===== src/rtl/voice_allocator.sv =====
// Four-voice note allocator for AD envelope generators.
// Note-ons retrigger a voice that already holds the note. Otherwise they take
// the lowest free voice, or steal the least recently assigned voice. Retriggers
// and steals force a gate-low gap so the envelope sees a fresh rising edge.
//
// state  | meaning
// IDLE   | ready for a key event
// LOOKUP | latched event is matched against the voices and applied
// GAP    | selected voice held gate-low before re-rising
module voice_allocator #(
  parameter int GAP_CYCLES = 1
) (
  input  logic        clk,
  input  logic        rst,
  input  logic        ev_valid,
  output logic        ev_ready,
  input  logic        ev_on,
  input  logic [6:0]  ev_note,
  output logic [3:0]  voice_gate,
  output logic [27:0] voice_note,
  output logic        steal_pulse,
  output logic [2:0]  active_count
);

  typedef enum logic [1:0] {IDLE, LOOKUP, GAP} state_t;

  // Gap timer is a down-counter that exits on terminal count zero.
  localparam logic [3:0] GAP_LOAD = 4'(GAP_CYCLES - 1);

  state_t     state;
  logic       on_q;
  logic [6:0] note_q;
  logic [3:0] held;
  logic [3:0] gate;
  logic [6:0] note_r [4];
  logic [1:0] rank [4];
  logic [3:0] gap_cnt;
  logic [1:0] gap_idx;

  logic       hit;
  logic [1:0] hit_idx;
  logic       free;
  logic [1:0] free_idx;
  logic [1:0] lru_idx;
  logic [1:0] sel;

  // Voice lookup: matching held voice, lowest free voice, and rank-3 voice.
  always_comb begin
    hit      = 1'b0;
    hit_idx  = 2'd0;
    free     = 1'b0;
    free_idx = 2'd0;
    lru_idx  = 2'd0;
    // Descending scan so the lowest index wins.
    for (int i = 3; i >= 0; i--) begin
      if (held[i] && note_r[i] == note_q) begin
        hit     = 1'b1;
        hit_idx = 2'(i);
      end
      if (!held[i]) begin
        free     = 1'b1;
        free_idx = 2'(i);
      end
      if (rank[i] == 2'd3) lru_idx = 2'(i);
    end
    if (hit)       sel = hit_idx;
    else if (free) sel = free_idx;
    else           sel = lru_idx;
  end

  // Output packing and held-voice popcount.
  always_comb begin
    voice_note   = '0;
    active_count = '0;
    for (int i = 0; i < 4; i++) begin
      voice_note[7*i +: 7] = note_r[i];
      active_count         = active_count + 3'(held[i]);
    end
  end

  assign voice_gate = gate;
  assign ev_ready   = (state == IDLE) && !rst;

  // Allocator state machine with registered voice outputs.
  always_ff @(posedge clk) begin
    if (rst) begin
      state       <= IDLE;
      on_q        <= 1'b0;
      note_q      <= '0;
      held        <= '0;
      gate        <= '0;
      steal_pulse <= 1'b0;
      gap_cnt     <= '0;
      gap_idx     <= '0;
      for (int i = 0; i < 4; i++) begin
        note_r[i] <= '0;
        rank[i]   <= 2'(i);
      end
    end else begin
      steal_pulse <= 1'b0;
      case (state)
        IDLE: begin
          if (ev_valid) begin
            on_q   <= ev_on;
            note_q <= ev_note;
            state  <= LOOKUP;
          end
        end
        LOOKUP: begin
          state <= IDLE;
          if (on_q) begin
            note_r[sel] <= note_q;
            held[sel]   <= 1'b1;
            // Move the chosen voice to rank 0 and age voices that were newer.
            for (int i = 0; i < 4; i++) begin
              if (2'(i) == sel)           rank[i] <= 2'd0;
              else if (rank[i] < rank[sel]) rank[i] <= rank[i] + 2'd1;
            end
            if (hit || !free) begin
              gate[sel]   <= 1'b0;
              gap_cnt     <= GAP_LOAD;
              gap_idx     <= sel;
              steal_pulse <= !hit;
              state       <= GAP;
            end else begin
              gate[sel] <= 1'b1;
            end
          end else if (hit) begin
            gate[hit_idx] <= 1'b0;
            held[hit_idx] <= 1'b0;
          end
        end
        GAP: begin
          if (gap_cnt == 4'd0) begin
            gate[gap_idx] <= 1'b1;
            state         <= IDLE;
          end else begin
            gap_cnt <= gap_cnt - 4'd1;
          end
        end
        default: state <= IDLE;
      endcase
    end
  end

endmodule


===== config.mk =====
export PLATFORM = sky130hd
export DESIGN_NAME = voice_allocator
export DESIGN_NICKNAME = d
export VERILOG_FILES = /design/src/rtl/voice_allocator.sv
export SDC_FILE = /design/constraint.sdc
export NUM_CORES = 1
export LEC_CHECK = 0
export ABC_CLOCK_PERIOD_IN_PS = 7400
export CORE_AREA = 2 2 118 91
export CTS_CLUSTER_DIAMETER = 120
export CTS_CLUSTER_SIZE = 25
export DETAILED_ROUTE_END_ITERATION = 12
export DIE_AREA = 0 0 120 93
export PLACE_DENSITY_LB_ADDON = 0.15
export SYNTH_ARGS = -nofsm -noshare
export SYNTH_HDL_FRONTEND = slang
export SYNTH_SLANG_ARGS = --single-unit

===== constraint.sdc =====
create_clock -name clk -period 7.4 [get_ports clk]
set_input_delay 2.22 -clock clk [delete_from_list [all_inputs] [get_ports clk]]
set_output_delay 2.22 -clock clk [all_outputs]
set_load 0.01 [all_outputs]

=== Yosys cells after proc, flatten, opt, wreduce, memory -nomap -nowiden ===
Memory sizes are Yosys's and may differ from the RTL's.
Cells that the tools add are included.

* Equality and inequality tests: 19
* Reduce and logical (&&, ||, !) cells: 25
* Bitwise gates (word level): 19
* $lt $le $gt $ge: 10
* $add $sub $neg: 8
* Mux-type cells: 105

{| class="wikitable"
|+ Operators with widths
! cell !! count
|-
| $mux 1 || 62
|-
| $mux 2 || 27
|-
| $mux 4 || 9
|-
| $eq 7x7->1 || 4
|-
| $pmux 4 s2 || 2
|-
| $and 4x4->4 || 3
|-
| $or 4x4->4 || 3
|-
| $eq 2x2->1 const B || 5
|-
| $ne 2x2->1 const B || 5
|-
| $lt 2x3->1 const B || 3
|-
| $add 2x1->2 const B || 4
|-
| $logic_and 1x1->1 || 8
|-
| $lt 2x2->1 || 4
|-
| $not 4->4 || 2
|-
| $or 1x1->1 || 8
|-
| $mux 7 || 1
|-
| $reduce_or 7->1 || 1
|-
| $demux 1 s2 || 3
|-
| $ge 2x1->1 const B || 3
|-
| $pmux 2 s3 || 1
|-
| $reduce_and 2->1 || 3
|-
| $reduce_and 3->1 || 2
|-
| $eq 2x2->1 const A || 2
|-
| $logic_not 2->1 || 2
|-
| 14 further kinds || 19
|}

* Logic and storage cells: 196
* Output and inout port bits: 37
* Memories: 2
* Memory bits (writable): 36
* Register bits after elaboration: 25

{| class="wikitable"
|+ Memories
! name !! depth !! width !! read ports !! clocked after Yosys merged registers in !! write ports !! RTL line !! RTL
|-
| note_r || 4 || 7 || 4 || 0 || 4 || 35 || <nowiki>logic [6:0] note_r [4];</nowiki>
|-
| rank || 4 || 2 || 5 || 0 || 4 || 36 || <nowiki>logic [1:0] rank [4];</nowiki>
|}

=== Depth between registers and ports, before layout ===
* Word-level depth: 16
* Depth in mapped cells: 11
* Mapped depth without buffers: 9

=== Least setup slack after synthesis ===
Ideal clock, no wire load.

* Path type: in2out
* From: input port rst
* To: output port ev_ready
* Data required time: 5180 ps
* Data arrival time: 2877 ps
* Setup slack: 2303 ps
* Buffers on the path: 2
* Stages on the path: 3
* Cells stage by stage: clkbuf_1 > buf_1 > nor3_1

* Longest elaborated chain between the ends: 2

{| class="wikitable"
|+ Ends and longest elaborated chain
! element !! RTL line !! RTL
|-
| start, declared || 14 || <nowiki>input logic rst,</nowiki>
|-
| $logic_not 1->1 || 82 || <nowiki>assign ev_ready = (state == IDLE) && !rst;</nowiki>
|-
| $logic_and 1x1->1 || 82 ||
|-
| end, declared || 16 || <nowiki>output logic ev_ready,</nowiki>
|}

Every way passes these cells.

=== Worst setup path after layout ===
Ends and elaborated chain as after synthesis.

==> flow_summary.json <==
{
  "powerDensity_nw_per_um2": 208,
  "routed_wl_mm": 9.42,
  "vias_per_cell": 5.20,
  "synthesis.area_um2": 3440,
  "yosys_warnings": 0,
  "synth_top_area_share_pct": 31.4,
  "clock_latency_ns": 0.33,
  "clockRootBuffer": "clkbuf_16",
  "dpl.hpwl_mm": 7.04,
  "postCtsSetupBuffers": 0,
  "n_fill_cell": 993,
  "ir_drop_v": 0.000115,
  "critical_path_class": "in -> out",
  "period_needed_ns": 5.71,
  "synth.distinct_cells": 55,
  "cts_tree": "yes",
  "final_cell_mix": "nor2_1, clkdlybuf4s50_1, nand2_1",
  "antenna_found_initial": 0,
  "finalSetupViolations": 0,
  "drtAntennaViolNets": 0,
  "grt_pass1_wl_mm": 14.5,
  "cts.sinks": 61,
  "synth_area_leaders": "edfxtp_1, dfxtp_1, nor2_1, a21oi_1, xnor2_1",
  "gp_congestion": 0.870,
  "hold_start": "gap_cnt[2]",
  "placedInstanceArea_um2": 4010,
  "drive_gt1_share_pct": 6.82,
  "finalSetupTns_ns": 0,
  "slew_headroom_pct": 37.5,
  "path_max_fanout": 2,
  "cts_hold_buf": 0,
  "dr.pass1.iters": 4,
  "grtUsageTotal_pct": 17.4,
  "ys_async_sr_fraction_pct": 0,
  "cts_max_level": 3,
  "maxCapViolations": 0,
  "die_w_um": 120,
  "holdCritPathClass": "reg -> reg",
  "clock_path_buffers": 2,
  "power_uw": 903,
  "final_nets": 440,
  "rr_startpoint": "note_q[3]",
  "grt_pass1_vias": 2643,
  "synth.net_count": 400,
  "rows": 32,
  "max_slew.worst_pin.slew_ns": 0.935,
  "die-area_um2": 11200,
  "numCtsBuffers": 9,
  "multiInputGateArea_um2": 1670,
  "avgSynthCellArea_um2": 9.05,
  "die_h_um": 93,
  "hold_viol_final": 0,
  "slew_viol_final": 0,
  "path_clk_slew_ns": 0.05,
  "initial_core_util_pct": 34.2,
  "drc_errors": 0,
  "seq_area_um2": 1580,
  "synthToLayoutAreaGrowth_pct": 25.9,
  "rsz0062_at_grt": "false",
  "crit_arrival_ns": 3.49,
  "mostFrequentLayoutCell": "nor2_1",
  "ys_ff_latch": 61,
  "critPathLaunch": "rst",
  "yosysSeqAreaShare_pct": 46.0,
  "fin_area_um2": 4330,
  "synth_ff_type": "edfxtp_1",
  "synth_edf_count": 36,
  "ios": 48,
  "grt_max_degree": 32,
  "leakagePower_nw": 1.60,
  "end_kind": "output pin",
  "vias": 2917,
  "diodes": 0,
  "fin_skew_ns": 0.00573,
  "synthCells": 380,
  "cts_resized": 0,
  "wl_per_cell_um": 16.8,
  "outcome": "finished clean",
  "drtIter0Drc": 238,
  "post-route-period-util_pct": 77.2,
  "worstSetupStartpointType": "input port",
  "io_buffers": 47,
  "grt_remaining_overflow": 0,
  "max_freq_ghz": 0.175,
  "yosysTopAreaCell": "edfxtp_1",
  "required_ns": 5.18,
  "core_um2": 10000
}
==> cell usage after synthesis (2+ instances only) <==
master and n:
buf_2 7, nor4_1 3, o21bai_1 5, a31oi_1 8, edfxtp_1 36, xor2_1 8, o21ai_0 11, and3_1 3
o21ai_1 5, o211ai_1 2, dfxtp_1 25, a211oi_1 4, nand4_1 6, nor3_1 14, inv_1 22, mux2i_1 2
a21o_1 3, and2_1 2, ha_1 8, or3_1 2, o31ai_1 2, o22ai_1 2, nand2b_1 5, xnor2_1 20
a21oi_1 35, nand3_1 3, clkbuf_1 13, a211o_1 2, nor2b_1 3, and4_1 3, or4_1 3, nor4_4 2
nor2_1 53, nand2_1 37
==> flip-flops by register name, indices dropped and copies added, names as in the netlist, named ones only <==
register	flops
gap_cnt	4
note_q	7
gap_idx	2
state	2
note_r	28
steal_pulse	1
held	4
rank	8
on_q	1
==> power by group <==
part	switching (mW)	leakage (nW)	internal (mW)
clock network	0.156	0.161	0.290
registers	0.0146	0.561	0.369
logic	0.0376	0.875	0.0354
==> metal layers <==
layer  share of wire (%)  GRT usage [%]  vias up
li1                    -              -     1426
met1                  49           26.4     1352
met2                  42           23.9      132
met3                 8.9           4.51        7
met4                0.79           4.90        0
met5                   0              0        -
==> cell type report <==
type	count	area share, %
sequential	61	36.5
clock buffer	11	6.09
tap	136	3.93
multi-input combinational	274	38.6
clock inverter	5	1.27
timing repair buffer	52	11.7
inverter	22	1.91
==> critical path: stages <==
cell and delay (ns):
clkdlybuf4s50_1 0.50, nor3_1 0.20, clkdlybuf4s50_1 0.57
==> kinds of logic after synthesis <==
group | count (synthesis) | synth area share, %
simple gates | 143 | 20.3
compound gates | 90 | 16.4
flops | 61 | 46.0
buf+inv | 45 | 5.49
xor+xnor | 28 | 7.13
fa+ha+maj | 10 | 3.82
mux | 3 | 0.909
==> worst paths after layout <==
path	to	slack [ns]	depth (start not counted)
worst max-delay path	ev_ready	1.69	3
worst min-delay path	gap_cnt[2]	0.52	2
worst max register to register	rank[0][1]	4.21	8
worst min register to register	gap_cnt[2]	0.52	2
==> through the flow <==
stage                     setup WS, ns  cells  util, %  hold slack [ns]
final                             1.69    561     43.1            0.516
after global routing              1.64    561     43.1            0.559
after CTS                         1.67    561     43.1            0.523
after detailed placement          1.70    545     39.9            0.508
after global placement            1.69    545     39.9            0.504
after floorplan                   2.30    380        -            0.475
Power figures use the tool's default switching activity.
